**src/rtl/mem_access_unit_if.sv**
```systemverilog
// rtl/mem_access_unit_if.sv - data bus request/acknowledge interface of the MEM stage
interface mem_access_unit_if;
   logic        req;
   logic        we;
   logic [31:0] addr;
   logic [3:0]  sel;
   logic [31:0] wdata;
   logic [31:0] rdata;
   logic        ack;

   modport master (output req, we, addr, sel, wdata, input rdata, ack);
   modport slave  (input req, we, addr, sel, wdata, output rdata, ack);
endinterface

```
**src/rtl/mem_access_unit.sv**
```systemverilog
// rtl/mem_access_unit.sv - MEM-stage load/store unit: bus transaction, stall, load extension
module mem_access_unit (
   input  logic                       clk,
   input  logic                       rst,
   input  logic [4:0]                 mem_wd,
   input  logic                       mem_wreg,
   input  logic [31:0]                mem_wdata,
   input  logic [5:0]                 mem_aluop,
   input  logic [31:0]                mem_mem_addr,
   input  logic [31:0]                mem_reg2,
   input  logic                       hold,
   mem_access_unit_if.master          dbus,
   output logic                       stallreq,
   output logic [4:0]                 wb_wd,
   output logic                       wb_wreg,
   output logic [31:0]                wb_wdata,
   output logic                       adel,
   output logic                       ades
);
   localparam logic [5:0] OP_LB  = 6'h20;
   localparam logic [5:0] OP_LH  = 6'h21;
   localparam logic [5:0] OP_LW  = 6'h23;
   localparam logic [5:0] OP_LBU = 6'h24;
   localparam logic [5:0] OP_LHU = 6'h25;
   localparam logic [5:0] OP_SB  = 6'h28;
   localparam logic [5:0] OP_SH  = 6'h29;
   localparam logic [5:0] OP_SW  = 6'h2B;

   typedef enum logic [1:0] {IDLE, BUSY, DONE} state_t;

   state_t      state;
   logic        req_q, we_q;
   logic [31:0] addr_q, wdata_q, rdata_q;
   logic [3:0]  sel_q;

   logic        is_load, is_store, is_half, is_word, misaligned, start;
   logic [3:0]  sel_c;
   logic [31:0] wdata_c, load_val;
   logic [7:0]  lane_byte;
   logic [15:0] lane_half;

   assign is_load  = (mem_aluop == OP_LB) || (mem_aluop == OP_LH) || (mem_aluop == OP_LW) ||
                     (mem_aluop == OP_LBU) || (mem_aluop == OP_LHU);
   assign is_store = (mem_aluop == OP_SB) || (mem_aluop == OP_SH) || (mem_aluop == OP_SW);
   assign is_half  = (mem_aluop == OP_LH) || (mem_aluop == OP_LHU) || (mem_aluop == OP_SH);
   assign is_word  = (mem_aluop == OP_LW) || (mem_aluop == OP_SW);
   assign misaligned = (is_half && mem_mem_addr[0]) || (is_word && (mem_mem_addr[1:0] != 2'b00));
   assign start    = (is_load || is_store) && !misaligned;

   // Big-endian lanes: byte offset 0 lives in sel[3] / data[31:24].
   always_comb begin
      sel_c   = 4'b1111;
      wdata_c = mem_reg2;
      if (is_half) begin
         sel_c   = 4'b1100 >> mem_mem_addr[1:0];
         wdata_c = {2{mem_reg2[15:0]}};
      end else if (!is_word) begin
         sel_c   = 4'b1000 >> mem_mem_addr[1:0];
         wdata_c = {4{mem_reg2[7:0]}};
      end
   end

   always_comb begin
      lane_byte = rdata_q[31:24];
      case (mem_mem_addr[1:0])
         2'd1:    lane_byte = rdata_q[23:16];
         2'd2:    lane_byte = rdata_q[15:8];
         2'd3:    lane_byte = rdata_q[7:0];
         default: lane_byte = rdata_q[31:24];
      endcase
      lane_half = mem_mem_addr[1] ? rdata_q[15:0] : rdata_q[31:16];
      load_val  = rdata_q;
      case (mem_aluop)
         OP_LB:   load_val = {{24{lane_byte[7]}}, lane_byte};
         OP_LBU:  load_val = {24'd0, lane_byte};
         OP_LH:   load_val = {{16{lane_half[15]}}, lane_half};
         OP_LHU:  load_val = {16'd0, lane_half};
         default: load_val = rdata_q;
      endcase
   end

   always_ff @(posedge clk or negedge rst) begin
      if (!rst) begin
         state   <= IDLE;
         req_q   <= 1'b0;
         we_q    <= 1'b0;
         addr_q  <= 32'd0;
         sel_q   <= 4'd0;
         wdata_q <= 32'd0;
         rdata_q <= 32'd0;
      end else begin
         case (state)
            IDLE: if (start) begin
               state   <= BUSY;
               req_q   <= 1'b1;
               we_q    <= is_store;
               addr_q  <= {mem_mem_addr[31:2], 2'b00};
               sel_q   <= sel_c;
               wdata_q <= is_store ? wdata_c : 32'd0;
            end
            BUSY: if (dbus.ack) begin
               state   <= DONE;
               req_q   <= 1'b0;
               we_q    <= 1'b0;
               addr_q  <= 32'd0;
               sel_q   <= 4'd0;
               wdata_q <= 32'd0;
               rdata_q <= dbus.rdata;
            end
            DONE: if (!hold) state <= IDLE;
            default: state <= IDLE;
         endcase
      end
   end

   assign dbus.req   = req_q;
   assign dbus.we    = we_q;
   assign dbus.addr  = addr_q;
   assign dbus.sel   = sel_q;
   assign dbus.wdata = wdata_q;

   // Gated by rst so an asserted reset releases the stall at once, even with a memory op presented.
   assign stallreq = rst && (((state == IDLE) && start) || (state == BUSY));
   assign adel     = rst && is_load && misaligned;
   assign ades     = rst && is_store && misaligned;
   assign wb_wd    = mem_wd;
   assign wb_wreg  = mem_wreg && !misaligned;
   assign wb_wdata = ((state == DONE) && is_load) ? load_val : mem_wdata;
endmodule

```
**src/flat_wrapper.sv**
```systemverilog
// flat-port wrapper written by rule: the top's interface ports become plain ports
module mem_access_unit_flat 
  (clk, rst, mem_wd, mem_wreg, mem_wdata, mem_aluop, mem_mem_addr, mem_reg2, hold, stallreq, wb_wd, wb_wreg, wb_wdata, adel, ades, dbus_req, dbus_we, dbus_addr, dbus_sel, dbus_wdata, dbus_rdata, dbus_ack);
  mem_access_unit_if dbus_i ();
  input  logic clk;
  input  logic rst;
  input  logic [4:0] mem_wd;
  input  logic mem_wreg;
  input  logic [31:0] mem_wdata;
  input  logic [5:0] mem_aluop;
  input  logic [31:0] mem_mem_addr;
  input  logic [31:0] mem_reg2;
  input  logic hold;
  output logic stallreq;
  output logic [4:0] wb_wd;
  output logic wb_wreg;
  output logic [31:0] wb_wdata;
  output logic adel;
  output logic ades;
  output wire logic [$bits(dbus_i.req)-1:0] dbus_req;
  output wire logic [$bits(dbus_i.we)-1:0] dbus_we;
  output wire logic [$bits(dbus_i.addr)-1:0] dbus_addr;
  output wire logic [$bits(dbus_i.sel)-1:0] dbus_sel;
  output wire logic [$bits(dbus_i.wdata)-1:0] dbus_wdata;
  input wire logic [$bits(dbus_i.rdata)-1:0] dbus_rdata;
  input wire logic [$bits(dbus_i.ack)-1:0] dbus_ack;
  assign dbus_req = dbus_i.req;
  assign dbus_we = dbus_i.we;
  assign dbus_addr = dbus_i.addr;
  assign dbus_sel = dbus_i.sel;
  assign dbus_wdata = dbus_i.wdata;
  assign dbus_i.rdata = dbus_rdata;
  assign dbus_i.ack = dbus_ack;
  mem_access_unit u_core (.clk(clk), .rst(rst), .mem_wd(mem_wd), .mem_wreg(mem_wreg), .mem_wdata(mem_wdata), .mem_aluop(mem_aluop), .mem_mem_addr(mem_mem_addr), .mem_reg2(mem_reg2), .hold(hold), .dbus(dbus_i), .stallreq(stallreq), .wb_wd(wb_wd), .wb_wreg(wb_wreg), .wb_wdata(wb_wdata), .adel(adel), .ades(ades));
endmodule
```
**config.mk**
```make
export PLATFORM = sky130hd
export DESIGN_NAME = mem_access_unit_flat
export DESIGN_NICKNAME = d
export VERILOG_FILES = /design/src/rtl/mem_access_unit_if.sv /design/src/rtl/mem_access_unit.sv /design/src/flat_wrapper.sv
export SDC_FILE = /design/constraint.sdc
export NUM_CORES = 1
export LEC_CHECK = 0
export BUFFER_PORTS_ARGS = -buffer_cell sky130_fd_sc_hd__buf_2
export CORE_MARGIN = 4
export CORE_UTILIZATION = 53
export CTS_CLUSTER_SIZE = 12
export DETAILED_ROUTE_END_ITERATION = 6
export GPL_ROUTABILITY_DRIVEN = 0
export GPL_TIMING_DRIVEN = 0
export PLACE_DENSITY = 0.87
export SLEW_MARGIN = 20
export SYNTH_ARGS = -nofsm -noshare
export SYNTH_HDL_FRONTEND = slang
export SYNTH_SLANG_ARGS = --single-unit
```
**constraint.sdc**
```tcl
create_clock -name clk -period 4.55 [get_ports clk]
set_input_delay 0 -clock clk [delete_from_list [all_inputs] [get_ports clk]]
set_output_delay 0 -clock clk [all_outputs]
set_load 0.1 [all_outputs]
```
# == Word-level counts from Yosys, hierarchy flattened ==
# Index checks and enable logic that the tools add are counted.
# word_totals
register_bits,104
inputBits,144
elab_cells,81
# op_classes
eq_ne,16
shifts,2
muxes,26
reduce_logical,30
# op_table
cell,n
$mux 32,7
$pmux 32 s2,2
$pmux 32 s4,1
$eq 6x6->1 const B,8
$pmux 8 s3,1
$mux 16,1
$mux 4,4
$logic_or 1x1->1,12
$logic_and 1x1->1,11
$pmux 4 s2,1
$shr 4x2->4 const A,2
$eq 2x2->1 const B,3
$mux 2,3
$pmux 2 s3,1
$reduce_and 3->1,2
$eq 2x1->1 const B,2
$ne 2x2->1 const B,2
$pmux 1 s2,2
$reduce_bool 2->1,2
$mux 1,3
$logic_not 2->1,1
$ne 2x1->1 const B,1
$reduce_and 2->1,1
$logic_not 1->1,1

# == Depth between registers and ports, before layout ==
# Gate-level depths: netlist of run 1.
# depth
ltp_word,10
ltp_mapped,9

# == Worst setup path before layout of run 1 ==
# No wires, ideal clock.
# synth_timing
kind,in2out
startpoint,input mem_mem_addr[1]
endpoint,output adel
arrival_ps,4478
slack_ps,72
stages,7
path_buffers,2
path_cell_list,buf_2 inv_1 ha_1 buf_2 or3_1 a21boi_0 nor4b_1
# synth_between
elab_chain_cells,4
# synth_lines
item,line,text
from (decl),flat_wrapper.sv:11,input logic [31:0] mem_mem_addr;
$reduce_bool 2->1,mem_access_unit.sv:47,assign misaligned = (is_half && mem_mem_addr[0]) || (is_word && (mem_mem_addr[1:0] != 2'b00));
$logic_and 1x1->1,mem_access_unit.sv:47,
$logic_or 1x1->1,mem_access_unit.sv:47,
$logic_and 1x1->1,mem_access_unit.sv:124,assign adel = rst && is_load && misaligned;
to (decl),flat_wrapper.sv:18,output logic adel;
# Every way passes these cells.

# == Final worst setup path of run 1 ==
# layout_timing
startpoint,input mem_mem_addr[1]
endpoint,output wb_wdata[25]
# layout_between
elab_chain_cells,4
# layout_lines
item,line,text
$eq 2x2->1 or $eq 2x1->1 (tied branches),mem_access_unit.sv:65,case (mem_mem_addr[1:0])
$pmux 8 s3,mem_access_unit.sv:65,
$pmux 32 s4 (*),mem_access_unit.sv:73,case (mem_aluop)
$mux 32 (*),mem_access_unit.sv:128,assign wb_wdata = ((state == DONE) && is_load) ? load_val : mem_wdata;
to (decl),flat_wrapper.sv:17,output logic [31:0] wb_wdata;
# Mark *: on every way between the ends. The rest lies on a longest branch, timed or not.

==> results of run 1 <==
## metal layers
metal | track usage (%) | part of all wire (%) | vias to the layer above
li1 | - | - | 3007
met1 | 39.9 | 40 | 3058
met2 | 50.1 | 48 | 388
met3 | 5.74 | 8.9 | 82
met4 | 13.7 | 4.0 | 0
met5 | 0 | 0 | -
## worst paths after layout
kind	from	end	slack (ns)
worst max register to register	u_core.state[0]	u_core.state[1]	2.49
max in group asynchronous	rst	u_core.rdata_q[16]	3.78
worst min-delay path	mem_reg2[6]	u_core.dbus.wdata[6]	0.04
min in group asynchronous	rst	u_core.dbus.wdata[28]	0.10
worst min register to register	u_core.dbus.wdata[20]	u_core.dbus.wdata[20]	0.48
worst max-delay path	mem_mem_addr[1]	wb_wdata[25]	1.84
## worst max-delay path, stage by stage
cell       delay (ns)
buf_2            0.11
buf_2            0.20
inv_1            0.14
ha_1             0.15
buf_2            0.20
a22oi_1          0.15
a2111oi_4        0.66
nor3_4           0.19
buf_6            0.21
o31ai_2          0.23
buf_2            0.46
## placed cells by master, fill, tap and decap left out, types with 3 or more instances in the layout
master	instances
nor2_1	34
nand2_1	154
a222oi_1	7
nor2b_1	4
nand4_1	9
buf_4	9
a31oi_1	8
nand3_1	27
buf_2	259
mux2_1	31
inv_1	52
clkbuf_16	9
o31ai_1	14
buf_1	3
inv_6	3
dfrtp_1	102
o21ai_1	9
ha_1	4
dlygate4sd3_1	65
o21ai_0	28
clkbuf_1	24
and2_0	8
buf_6	10
mux2i_1	41
o22ai_1	10
nand2b_1	6
o31ai_2	17
a221oi_1	9
a21oi_1	17
## cell type report
| type | instances | area, µm² |
|---|---|---|
| antenna | 1 | 2.50 |
| buffer | 62 | 375 |
| clock buffer | 10 | 239 |
| clock inverter | 6 | 62.6 |
| fill | 798 | 2860 |
| inverter | 52 | 195 |
| multi-input combinational | 476 | 3040 |
| sequential | 102 | 2550 |
| tap | 143 | 179 |
| timing repair buffer | 311 | 1910 |
## cell families (layout without fill, tap and decap cells)
logic type,after synthesis,after routing,synth area share (%)
AO/OA/AOI/OAI,134,134,16.5
adder cells (fa/ha/maj),4,4,0.812
buffers and inverters,114,441,9.26
flip-flops,102,102,41.4
multiplexers,72,72,12.3
other,1,3,0.0608
AND/OR/NAND/NOR,264,264,19.6
## power breakdown
group          internal (µW)  switching (µW)
Sequential              1140             200
Combinational            433            1470
Clock                    403             386
## stage by stage
step / hold slack, ns / cell area, µm² / worst slack, ns / total power [µW]
after detailed placement: -0.119 / 7610 / 1.90 / 3160
after global routing: 0.0710 / 8560 / 1.71 / 4190
final: 0.0410 / 8560 / 1.84 / 4030
after floorplan: -0.296 / 6170 / 0.0723 / 2760
after global placement: 0.190 / 7570 / 1.70 / 3120
after CTS: 0.0236 / 8560 / 1.90 / 4000
## repair_timing
item,CTS,global route
resized for setup,0,0
hold endpoints to repair,166,0
hold buffers,65,0
## registers in the layout, summed over array words and instances, names as in the netlist
signal	flops
u_core.dbus.wdata	32
u_core.dbus.addr	30
u_core.dbus.we	1
u_core.dbus.sel	4
u_core.rdata_q	32
u_core.dbus.req	1
u_core.state	2
==> metrics.md, run 1 <==
| Metric | Value |
|---|---|
| Outcome | finished with violations |
| Violated checks | DRC |
| First-pass detailed-route iteration total | 7 |
| Worst R2R Path Depth | 5 |
| Fin nets | about 1200 |
| Top cell type's share of synthesized area | 41.4% |
| Avg WL per Cell | 18.2 µm |
| Non-Filler Instances | between 1000 and 1500 |
| Global-route wire length before repair | between 30000 and 40000 µm |
| Max Clock Freq | around 370 MHz |
| Core area | approximately 11000 µm² |
| Slew margin rel. | ~31% |
| Final wirelength | 21100 µm |
| Post-synth top cells | nand2_1, dfrtp_1, inv_1 |
| Post-Place Cells | between 1000 and 1500 |
| Main synth FF type | dfrtp_1 |
| Startpoint Class | input port |
| PD cells | about 470 nW/µm² |
| CTS tree | done |
| Global Route Usage Sum | 30.7% |
| Final slew viol count | 0 |
| Max-cap viol count | 0 |
| Fin Setup TNS | 0 ns |
| DRT antenna net count | 0 |
| Tcrit/Tclk final | 59.5% |
| Most common cell in the netlist | nand2_1 |
| Antenna violations before repair | 1 |
| Fraction of layout cells with a size suffix above 1 | 31.7% |
| Clk sinks | slightly above 100 |
| Grt total ovfl | 0 |
| Worst EP arrival | between 2 and 3 ns |
| Post-CTS setup buffer count | 0 |
| Syn. warnings | 0 |
| Largest net degree at the start of global routing | 80 |
| Die width | 116 µm |
| Yosys cell types | 57 |
| CP Class | input port to output port |
| Final Skew | about 0.013 ns |
| Clock insertion delay at the later pin of the skew report | 0.35 ns |
| Req. time, crit path | roughly 4.6 ns |
| Clk slew on worst S/H paths | 0.08 ns |
| VDD IR max | 513 µV |
| Post-synth EDFFs | 0 |
| Flops & latches, synth | just over 100 |
| Vias in the first global route | about 6600 |
| Synth area leaders | dfrtp_1, nand2_1, mux2i_1 |
| Num CTS Buffers | 9 |
| Final core occ | between 70% and 80% |
| Setup violators final | 0 |
| Root Driver | clkbuf_16 |
| H-tree depth | 3 |
| Rows | 39 |
| Syn Area/Cell | 8.92 µm² |
| Initial core utilization | 54.0% |
| Layout area overhead | 38.9% |
| Crit path time final | approximately 2.7 ns |
| Synthesized cell area | 6160 µm² |
| Placed wire-length estimate | between 10000 and 15000 µm |
| Number of DRC markers in iteration 0 | 611 |
| Synth async-reset ratio | 100% |
| Final Hold Fails | 0 |
| Vias after detailed routing | roughly 6500 |
| Io pins | 255 |
| Worst-case clock buffer depth | 2 |
| Cell accounting for the most synthesized area | dfrtp_1 |
| Hold WC Path Type | input port to flip-flop |
| Port-buffer cells | approximately 250 |
| Hold path cells | 4 |
| CP max FO | 10 |
| Worst-margin pin slew | around 1.0 ns |
| DRC errors left | 19 |
| Synth Instances | around 700 |
| Sequential share of the synthesized area | slightly above 40% |
| DIE AREA | roughly 13000 µm² |
| Die Span Y | ~120 µm |
| Worst Setup End Kind | output port |
| Leakage power | around 0.0047 µW |
| RSZ-0062 raised after global routing | false |
| Via density | 5.62 |
(Power assumes the default switching activity.)
==> run 2, diff against run 1 <==
- CORE_UTILIZATION: 53 -> 49
- PLACE_DENSITY: 0.87 -> 0.81
- clock period: 4.55 -> 2.8 ns (I/O delays scaled with it)
==> metrics.md, run 2 (same netlist as run 1, synthesis figures left out) <==
| Metric | Value |
|---|---|
| CTS tree | done |
| Initial core utilization | 50.7% (-3.3 points) |
| Placed wire-length estimate | 15100 µm (+2.9%) |
| Worst R2R Path Depth | 5 (unchanged) |
| Clock insertion delay at the later pin of the skew report | 0.35 ns (about the same) |
| Final Hold Fails | 0 (unchanged) |
| Hold slack | 0.0285 ns (-0.0125 ns) |
| Tcrit/Tclk final | between 90% and 100% |
| Leakage power | 0.00473 µW (+0.82%) |
| Worst path max stage delay | 0.52 ns (-0.14 ns) |
| Non-Filler Instances | 1189 (+2.2%) |
| Hold WC Path Type | input port to flip-flop |
| Max Clock Freq | between 300 and 400 MHz |
| CP cell instances | buf_2, buf_2, inv_1, ha_1, buf_2, a22oi_1, a2111oi_4, nor3_4, buf_6, o31ai_4, buf_2 |
| RR Endpoint | u_core.state[1] |
| Worst reg2reg startpoint | u_core.state[0] |
| Largest net degree at the start of global routing | 65 (-19%) |
| Req. time, crit path | 2.80 ns (-1.75 ns) |
| VDD IR max | 732 µV (+43%) |
| Worst-margin pin slew | 0.935 ns (-0.0857 ns) |
| Die Span Y | 120 µm (+3.7%) |
| PD cells | 755 nW/µm² (+60%) |
| Global Route Usage Sum | 29.5% (-1.2 points) |
| R2r setup slk | 0.76 ns (-1.73 ns) |
| Slew margin rel. | 37.0% (+5.8 points) |
| Final Skew | 0.00505 ns (-0.00759 ns) |
| HP Start | mem_reg2[5] |
| Max-cap viol count | 0 (unchanged) |
| DRC errors left | 0 (-19) |
| Post_cts resized | 0 (unchanged) |
| CP Class | input port to output port |
| RSZ-0062 raised after global routing | false |
| H-tree depth | 3 (unchanged) |
| Setup violators final | 0 (unchanged) |
| Critical Path Most Common Cell | buf_2 |
| Avg WL per Cell | 18.1 µm (-0.45%) |
| WHS Endpoint | u_core.dbus.wdata[5] |
| Most frequent cells in the layout | buf_2, nand2_1, dfrtp_1 |
| Global-route wire length before repair | 33900 µm (+4.0%) |
| Grt total ovfl | 0 (unchanged) |
| Final slew viol count | 0 (unchanged) |
| Final wirelength | 21500 µm (+1.8%) |
| Dpl ws | 0.106 ns (-1.80 ns) |
| Hold path cells | 4 (unchanged) |
| CP max FO | 10 (unchanged) |
| Root Driver | clkbuf_16 |
| Final core occ | 72.2% (-2.7 points) |
| Die width | 120 µm (+3.7%) |
| Rows | 40 (+2.6%) |
| Most common cell after layout, fill and taps aside | buf_2 |
| Layout area overhead | 42.5% |
| Port-buffer cells | 245 (unchanged) |
| Startpoint Class | input port |
| Crit path time final | 2.61 ns |
| Clk slew on worst S/H paths | 0.07 ns (about the same) |
| Worst EP arrival | 2.61 ns (-0.10 ns) |
| DRT antenna net count | 0 (unchanged) |
| Post-Place Cells | 1106 (+2.3%) |
| Io pins | 255 (unchanged) |
| Clk sinks | 102 (unchanged) |
| Fraction of layout cells with a size suffix above 1 | 33.5% (+1.8 points) |
| Number of DRC markers in iteration 0 | 560 (-8.3%) |
| Worst Setup End Kind | output port |
| Fill count | 939 (+18%) |
| Vias in the first global route | 6654 (+0.94%) |
| Num CTS Buffers | 9 (unchanged) |
| Antenna Cells | 0 (-1) |
| Outcome | complete, no violations |
| Slowest cell on the critical path | a2111oi_4 |
| First-pass detailed-route iteration total | 6 (-1) |
| Via density | 5.54 (-1.5%) |
| Antenna violations before repair | 0 (-1) |
| Core area | 12200 µm² (+6.5%) |
| Final WS setup | 0.191 ns (-1.65 ns) |
| Worst-case clock buffer depth | 2 (unchanged) |
| Fin nets | 1164 (+0.17%) |
| Vias after detailed routing | 6583 (+0.73%) |
| DIE AREA | 14400 µm² (+7.6%) |
## run 2: where the power goes
group,switching [µW],total [µW],internal (µW)
Combinational,2440,3150,715
Sequential,325,2180,1850
Clock,597,1300,706
## run 2: worst max-delay path by stage
stage / from / endpoint / cells past startpoint
final: mem_mem_addr[1] / wb_wdata[28] / 11
after global routing: u_core.state[0] / wb_wdata[30] / 6
after CTS: mem_mem_addr[1] / wb_wdata[22] / 11
after detailed placement: mem_mem_addr[1] / wb_wdata[22] / 11
after global placement: rst / adel / 4
after floorplan: mem_mem_addr[1] / wb_wdata[16] / 7
## run 2: layout make-up
| cell class | instances | area (µm²) | share of cell area, % |
|---|---|---|---|
| repair buffers | 313 | 1930 | 21.9 |
| inverters | 52 | 195 | 2.22 |
| flip-flops and latches | 102 | 2550 | 29.1 |
| clock buffers | 9 | 225 | 2.56 |
| plain buffers | 62 | 375 | 4.27 |
| well taps | 168 | 210 | 2.39 |
| multi-input cells | 476 | 3220 | 36.6 |
| clock inverters | 7 | 82.6 | 0.940 |
## run 2: critical path, delay by kind of cell
| family | cells | cell delay [ns] |
|---|---|---|
| compound gates | 3 | 0.90 |
| fa+ha+maj | 1 | 0.15 |
| buf+inv | 6 | 1.37 |
| simple gates | 1 | 0.17 |
## run 2: repair_timing
| action | CTS | global route |
|---|---|---|
| hold buffers | 65 | 0 |
| endpoints found under the hold margin | 166 | 0 |
| setup buffers | 0 | 2 |
| setup endpoints to repair | 0 | 10 |
## run 2: per-stage QoR
| stage | setup TNS [ns] | cell area [µm²] | power, µW |
|---|---|---|---|
| global placement | -0.0882 | 7780 | 5150 |
| CTS | 0 | 8770 | 6590 |
| detailed placement | 0 | 7810 | 5210 |
| floorplan | -5.51 | 6340 | 4550 |
| global route | 0 | 8780 | 6930 |
| finish | 0 | 8780 | 6630 |
## run 2: per-layer routing
metal  wire [µm]  global-route usage, %  vias up
met4         948                   14.2        0
met2       10100                   47.8      389
met5           0                      0        -
met1        8460                   37.1     3093
met3        2010                   7.07       77
li1            -                      -     3024
==> run 3, diff against run 2 <==
- CORE_ASPECT_RATIO: default -> 1.1
- SETUP_SLACK_MARGIN: default -> 0.4
==> metrics.md, run 3 (same netlist as run 1, synthesis figures left out) <==
| Metric | Value |
|---|---|
| Outcome | complete, no violations |
| Clk sinks | 102 (unchanged) |
| RSZ-0062 raised after global routing | true |
| CP max FO | 10 (unchanged) |
| Rows | 42 (+5.0%) |
| Io pins | 255 (unchanged) |
| Req. time, crit path | 2.80 ns (about the same) |
| Slowest cell on the critical path | dfrtp_1 |
| Most frequent cells in the layout | buf_2, nand2_1, dfrtp_1 |
| Final Skew | 0.00881 ns (+0.00377 ns) |
| DRC errors left | 0 (unchanged) |
| Grt total ovfl | 0 (unchanged) |
| Final wirelength | 21000 µm (-2.2%) |
| PD cells | 729 nW/µm² (-3.4%) |
| CP cell instances | nand2b_1, a2111o_1, buf_2, buf_2, o31ai_2, buf_6 |
| Critical Path Most Common Cell | buf_2 |
| Vias in the first global route | 6579 (-1.1%) |
| Fin nets | 1165 (+0.086%) |
| H-tree depth | 3 (unchanged) |
| Num CTS Buffers | 9 (unchanged) |
| First-pass detailed-route iteration total | 6 (unchanged) |
| Worst-case clock buffer depth | 2 (unchanged) |
| Layout area overhead | 47.0% |
| Die width | 115 µm (-4.3%) |
| Startpoint Class | flip-flop |
| DIE AREA | 14400 µm² (about the same) |
| R2r setup slk | 0.76 ns (about the same) |
| Largest net degree at the start of global routing | 56 (-14%) |
| Clock insertion delay at the later pin of the skew report | 0.34 ns (about the same) |
| Global Route Usage Sum | 28.5% (-1.0 points) |
| Non-Filler Instances | 1177 (-1.0%) |
| Fraction of layout cells with a size suffix above 1 | 34.4% (+0.88 points) |
| Leakage power | 0.00482 µW (+1.7%) |
| Worst path max stage delay | 0.41 ns (-0.11 ns) |
| Tcrit/Tclk final | 86.0% (-7.2 points) |
| Worst Setup End Kind | output port |
| CP Class | flip-flop to output port |
| Number of DRC markers in iteration 0 | 631 (+13%) |
| Worst EP arrival | 2.41 ns (-0.20 ns) |
| Max Clock Freq | 416 MHz (+8.4%) |
| DRT antenna net count | 0 (unchanged) |
| Crit path time final | 2.41 ns (-0.203 ns) |
| VDD IR max | 740 µV (+1.1%) |
| Clk slew on worst S/H paths | 0.07 ns (about the same) |
| Via density | 5.42 (-2.2%) |
| Core area | 12200 µm² (+0.25%) |
| Port-buffer cells | 245 (unchanged) |
| CTS tree | done |
| Placed wire-length estimate | 15200 µm (+0.91%) |
| Hold WC Path Type | input port to flip-flop |
| Most common cell after layout, fill and taps aside | buf_2 |
| Final Hold Fails | 0 (unchanged) |
| Root Driver | clkbuf_16 |
| Slew margin rel. | 37.2% (+0.19 points) |
| Worst-margin pin slew | 0.932 ns (-0.00280 ns) |
| Initial core utilization | 50.6% (-0.12 points) |
| Max-cap viol count | 0 (unchanged) |
| Global-route wire length before repair | 32800 µm (-3.3%) |
| Antenna violations before repair | 2 (+2) |
| Vias after detailed routing | 6376 (-3.1%) |
| Post-Place Cells | 1092 (-1.3%) |
| Avg WL per Cell | 17.9 µm (-1.2%) |
| Die Span Y | 126 µm (+4.6%) |
| Final core occ | 74.3% (+2.1 points) |
| Setup violators final | 0 (unchanged) |
| Final slew viol count | 0 (unchanged) |
## run 3: cell count changes in the layout (fill, tap and decap cells not counted), sizes merged
cell | before | now
buf | 286 | 281
bufinv | 1 | 0
clkbuf | 33 | 41
clkinvlp | 2 | 1
diode | 0 | 2
inv | 54 | 53
## run 3: power by group
part | total [µW] | switching, µW | internal (µW) | leakage, µW
Clock | 1210 | 556 | 651 | 0.000138
Combinational | 3210 | 2450 | 753 | 0.00335
Sequential | 2190 | 337 | 1850 | 0.00133
Total | 6600 | 3350 | 3260 | 0.00482
## run 3: path summary, 6_finish.rpt
check | startpoint | end | cells past startpoint
worst max-delay path | u_core.state[0] | wb_wdata[19] | 6
worst min-delay path | mem_reg2[4] | u_core.dbus.wdata[4] | 4
worst max register to register | u_core.state[0] | u_core.state[1] | 5
max in group asynchronous | rst | u_core.dbus.wdata[22] | 3
min in group asynchronous | rst | u_core.rdata_q[12] | 2
worst min register to register | u_core.dbus.wdata[19] | u_core.dbus.wdata[19] | 1
## run 3: metrics by stage
stage,worst slack (ns),TNS [ns],power [µW],hold WS (ns),instance area (µm²)
2_1_floorplan,0.0237,0,4580,-0.296,6460
3_3_place_gp,-0.0701,-0.131,5220,0.194,7880
3_5_place_dp,0.182,0,5280,-0.0163,7920
4_1_cts,0.313,0,6580,0.0318,8980
5_1_grt,0.337,0,6900,0.0556,9060
6_report,0.393,0,6600,0.0443,9060
## run 3: cell type report
| cell class | count | area [µm²] |
|---|---|---|
| Inverter | 52 | 195 |
| Tap cell | 154 | 193 |
| Multi-Input combinational cell | 476 | 3340 |
| Clock inverter | 4 | 30.0 |
| Antenna cell | 2 | 5.00 |
| Buffer | 62 | 393 |
| Clock buffer | 11 | 253 |
| Fill cell | 912 | 3130 |
| Sequential cell | 102 | 2550 |
| Timing Repair Buffer | 314 | 2100 |
## run 3: per-layer routing
| metal | global-route usage, % | vias to the layer above | share of wire (%) |
|---|---|---|---|
| met5 | 0 | - | 0 |
| met3 | 6.14 | 71 | 8.2 |
| met4 | 12.9 | 0 | 4.5 |
| met1 | 33.2 | 2936 | 37 |
| met2 | 49.5 | 344 | 50 |
| li1 | - | 3025 | - |
## run 3: repair_timing
item	4_1_cts	5_1_grt
pin swaps	1	0
endpoints found under the hold margin	113	0
setup buffers	3	0
endpoints found under the setup margin	30	34
resized for setup	39	21
hold buffers	65	0
## run 3: worst max-delay path: cells and delay by family, from the launching register on
kind	cells	cell delay (ns)
AND/OR/NAND/NOR	1	0.18
buffers and inverters	3	0.76
AO/OA/AOI/OAI	2	0.71
flip-flops	1	0.41
